$ cat src/rtl/booth_seq_ctrl.sv
// Sequential radix-2 Booth multiplier: control FSM plus the A/Q/Q-1/M register datapath.
// One start/done handshake per signed WIDTH x WIDTH product; op_sel/shift_en drive the mux stages.
module booth_seq_ctrl #(
   parameter int WIDTH = 8
) (
   input  logic                 clk,
   input  logic                 rst_n,
   input  logic                 start,
   input  logic [WIDTH-1:0]     multiplicand,
   input  logic [WIDTH-1:0]     multiplier,
   output logic                 busy,
   output logic                 done,
   output logic [2*WIDTH-1:0]   product,
   output logic [1:0]           op_sel,
   output logic                 shift_en
);

   localparam int CW = $clog2(WIDTH + 1);

   typedef enum logic [2:0] {
      IDLE  = 3'd0,
      LOAD  = 3'd1,
      EVAL  = 3'd2,
      SHIFT = 3'd3,
      DONE  = 3'd4
   } state_t;

   localparam logic [1:0] SEL_HOLD = 2'b00;
   localparam logic [1:0] SEL_ADD  = 2'b01;
   localparam logic [1:0] SEL_SUB  = 2'b10;

   state_t           state, next_state;
   logic [WIDTH:0]   a;        // accumulator with guard bit
   logic [WIDTH:0]   m;        // multiplicand sign-extended to match a
   logic [WIDTH-1:0] q;
   logic             qm1;
   logic [CW-1:0]    count;
   logic [WIDTH:0]   a_next;

   // NOTE: sequential state uses non-blocking assignments so every register
   // samples pre-edge values, independent of process ordering.
   always_ff @(posedge clk or negedge rst_n) begin
      if (!rst_n) state <= IDLE;
      else        state <= next_state;
   end

   // NOTE: every output of this block gets a default before the case, so no
   // path leaves a signal unassigned and no latch is inferred.
   always_comb begin
      next_state = IDLE;
      busy       = 1'b0;
      done       = 1'b0;
      op_sel     = SEL_HOLD;
      shift_en   = 1'b0;
      case (state)
         IDLE:  next_state = start ? LOAD : IDLE;
         LOAD: begin
            busy       = 1'b1;
            next_state = EVAL;
         end
         EVAL: begin
            busy       = 1'b1;
            next_state = SHIFT;
            case ({q[0], qm1})
               2'b01:   op_sel = SEL_ADD;
               2'b10:   op_sel = SEL_SUB;
               default: op_sel = SEL_HOLD;
            endcase
         end
         SHIFT: begin
            busy       = 1'b1;
            shift_en   = 1'b1;
            // count reaching 0 after this shift ends the run; <=1 also guards underflow
            next_state = (count <= CW'(1)) ? DONE : EVAL;
         end
         DONE: begin
            done       = 1'b1;
            next_state = IDLE;
         end
         default: next_state = IDLE;
      endcase
   end

   always_comb begin
      a_next = a;
      if (op_sel == SEL_ADD)      a_next = a + m;
      else if (op_sel == SEL_SUB) a_next = a - m;
   end

   // NOTE: all datapath registers are reset so an aborted run never leaves a
   // partial product visible after reset.
   always_ff @(posedge clk or negedge rst_n) begin
      if (!rst_n) begin
         a       <= '0;
         m       <= '0;
         q       <= '0;
         qm1     <= 1'b0;
         count   <= '0;
         product <= '0;
      end else begin
         case (state)
            LOAD: begin
               a     <= '0;
               q     <= multiplier;
               qm1   <= 1'b0;
               m     <= {multiplicand[WIDTH-1], multiplicand};
               count <= CW'(WIDTH);
            end
            EVAL: a <= a_next;
            SHIFT: begin
               {a, q, qm1} <= {a[WIDTH], a, q};
               if (count != '0) count <= count - CW'(1);
               // capture the post-shift {A[WIDTH-1:0],Q} so product and done rise together
               if (count <= CW'(1)) product <= {a, q[WIDTH-1:1]};
            end
            default: ;
         endcase
      end
   end

endmodule

$ cat config.mk
export PLATFORM = sky130hd
export DESIGN_NAME = booth_seq_ctrl
export DESIGN_NICKNAME = d
export VERILOG_FILES = /design/src/rtl/booth_seq_ctrl.sv
export SDC_FILE = /design/constraint.sdc
export NUM_CORES = 1
export LEC_CHECK = 0
export ABC_AREA = 1
export CAP_MARGIN = 20
export CORE_UTILIZATION = 40
export CTS_BUF_LIST = sky130_fd_sc_hd__clkbuf_4 sky130_fd_sc_hd__clkbuf_8
export DETAILED_ROUTE_END_ITERATION = 16
export PLACE_DENSITY = 0.73
export SYNTH_ARGS = -nofsm -noshare
export SYNTH_HDL_FRONTEND = slang
export SYNTH_SLANG_ARGS = --single-unit
$ cat constraint.sdc
create_clock -name clk -period 3.5 [get_ports clk]
set_input_delay 0.35 -clock clk [delete_from_list [all_inputs] [get_ports clk]]
set_output_delay 0.35 -clock clk [all_outputs]
set_load 0.01 [all_outputs]
==> impl_metrics.ini <==
[status]
status = finished clean

[global_routing]
grt_use_total_pct = 17.5
first_global_vias = 2245
grt.overflow.total = 0
grt_first_pass_wirelength_mm = 10.2
grt_antenna_before_repair = 0
grt_max_degree = 50

[clock_network]
tritoncts = yes
cts_sinks = 49
root_buffer = clkbuf_8
path_clk_slew_ns = 0.10
h-tree-depth = 2
cts_resized = 0
clockBufferDepth = 2
hold_buffers = 0
cts_buffers = 5
clk_latency_ns = 0.31
postCtsSetupBuffers = 0

[critical_path]
critPathArrivalTime_ns = 3.24
worstPathRequired_ns = 3.72
end_kind = flop
crit_buf_inv = 4
criticalPathCategory = reg -> reg
critical_path.cell_chain = inv_1, nand2_2, nor2_4, inv_2, nor3_1, inv_1, ha_1, or2_2, xor2_1, ha_1, nand2_1, inv_1, a21oi_1, nand2_1, nand2_1, nand3_1, a21oi_1
crit_fanout = 8
slowest_stage = dfrtp_1
critPathMaxStageDelay_ns = 0.39
cp_top_family = simple AND/OR/NAND/NOR gates
worstSetupStartpointType = flop

[die]
die_w_um = 85.4
die-area_mm2 = 0.00730
io_pins = 40
die_h_um = 85.4
rows = 30
core_mm2 = 0.00676
start_util_pct = 41.2

[synth]
syn_nets = 367
syn_area_mm2 = 0.00279
ys_seq_area_share_pct = 44.0
yosysWarningCount = 0
synth_top_area_share_pct = 44.0
synth-seq-cells = 49
synth_area_leaders = dfrtp_1 (44%), nand2_1 (9.8%), inv_1 (6.6%)
syn_avg_cell_area_um2 = 8.36
synth.distinct_cells = 32
syn_inst = 333
yosysTopAreaCell = dfrtp_1

[timing]
rsz0062_at_grt = no
tightest_slew_ns = 0.752
fin_crit_ns = 3.02
fmax_mhz = 331
slew-limit-headroom_pct = 49.8
final_max_slew_viol_count = 0
setup_viol = 0
finalHoldViolCount = 0
worst_slack_ns = 0.483
min_period_over_period_pct = 86.2
finalSetupTns_ns = 0
finClkSkew_ns = 0.0127

[route]
routed_wl_mm = 5.85
drt_iter0_markers = 116
drc_errors = 0
wire_per_inst_um = 12.9
viasPerCell = 4.94
ant_nets = 0
vias = 2243
drtPass1Iterations = 4

[pwr]
peakVddDrop_v = 0.000481
p_leak_uw = 0.00160
powerDensity_mw_per_mm2 = 1000

[finish]
layout_commonest_cell = nand2_1
drive_gt1_share_pct = 14.4
antenna_cells = 0
syn_to_final_growth_pct = 19.5
nNetsFinal = 407
fillers = 678
final_cell_mix = nand2_1 (73), inv_1 (49), dfrtp_1 (49), clkdlybuf4s50_1 (38), o21ai_0 (24)

[placement]
finalWeightedCongestion = 0.821
dp_hpwl_mm = 4.43
dp_slack_ns = 0.457
portBuffers = 39

[min_path]
hp-class = in -> async

[job]
drv_cap = 0
Yosys cell counts:
| cell | count |
|---|---|
| inv_2 | 5 |
| nand2_1 | 73 |
| nor3_1 | 5 |
| inv_1 | 49 |
| o31ai_1 | 1 |
| buf_4 | 1 |
| fa_1 | 1 |
| nand2_2 | 14 |
| o221ai_1 | 3 |
| nor2_4 | 2 |
| ha_1 | 14 |
| o21ai_2 | 16 |
| a211oi_1 | 1 |
| xnor2_1 | 2 |
| or2_2 | 3 |
| a21oi_1 | 9 |
| nand4_1 | 2 |
| buf_6 | 3 |
| inv_4 | 1 |
| nand3b_1 | 2 |
| nor2_2 | 1 |
| xor2_1 | 3 |
| clkbuf_1 | 1 |
| nand3_1 | 17 |
| o22ai_1 | 3 |
| o21ai_0 | 24 |
| a22oi_1 | 7 |
| buf_2 | 3 |
| nor2_1 | 15 |
| dfrtp_1 | 49 |
| o21ai_1 | 2 |
| nor2_8 | 1 |
through the flow:
stage	util, %	hold WS [ns]	cell area (µm²)	instances	power (µW)
6_report	49.3	0.0134	3330	454	3330
5_1_grt	49.3	0.0465	3330	454	3680
4_1_cts	49.0	0.287	3310	453	3340
3_5_place_dp	47.6	0.435	3220	445	2990
3_3_place_gp	47.6	0.418	3220	445	2930
2_1_floorplan	-	0.0544	2790	333	2450
per-layer routing:
| metal | wire length (µm) | global-route usage, % |
|---|---|---|
| met1 | 2820 | 23.7 |
| met2 | 2700 | 28.5 |
| met3 | 207 | 3.11 |
| met4 | 119 | 5.76 |
| met5 | 0 | 0 |
worst paths after layout:
kind | from | end | slack (ns) | cells after the start
worst max-delay path | state[2]$_DFF_PN0_ | a[7]$_DFFE_PN0P_ | 0.48 | 17
worst min-delay path | rst_n | q[1]$_DFFE_PN0P_ | 0.01 | 1
worst max register to register | state[2]$_DFF_PN0_ | a[7]$_DFFE_PN0P_ | 0.48 | 17
worst min register to register | state[2]$_DFF_PN0_ | state[0]$_DFF_PN0_ | 0.45 | 1
max in group asynchronous | rst_n | a[6]$_DFFE_PN0P_ | 2.96 | 2
min in group clk | state[2]$_DFF_PN0_ | state[0]$_DFF_PN0_ | 0.45 | 1
state kept, by name (all words and copies together) (netlist names):
register and flops:
m 8, a 9, q 8, count 4
state 3, qm1 1, product 16
cell families (layout without fill, tap and decap cells):
family | after synthesis | in the layout | share of synthesized area (%)
XOR/XNOR | 5 | 5 | 1.57
adder cells (fa/ha/maj) | 15 | 15 | 7.01
AND/OR/NAND/NOR | 135 | 135 | 22.4
buffers and inverters | 63 | 104 | 9.66
AO/OA/AOI/OAI | 66 | 66 | 15.4
flip-flops | 49 | 49 | 44.0
final cells by class:
type	count	area [µm²]	share of cell area, %
flip-flops and latches	49	1230	36.8
repair buffers	41	413	12.4
inverters	55	209	6.28
multi-input cells	221	1290	38.7
well taps	80	100	3.01
clock buffers	5	68.8	2.07
clock inverters	3	22.5	0.676
where the power goes:
group          internal [µW]  leakage [µW]  switching, µW
Clock                    140     0.0000364            196
Sequential               812      0.000625            183
Combinational            806      0.000941           1190
No activity file was read; power rests on OpenSTA's default activity.
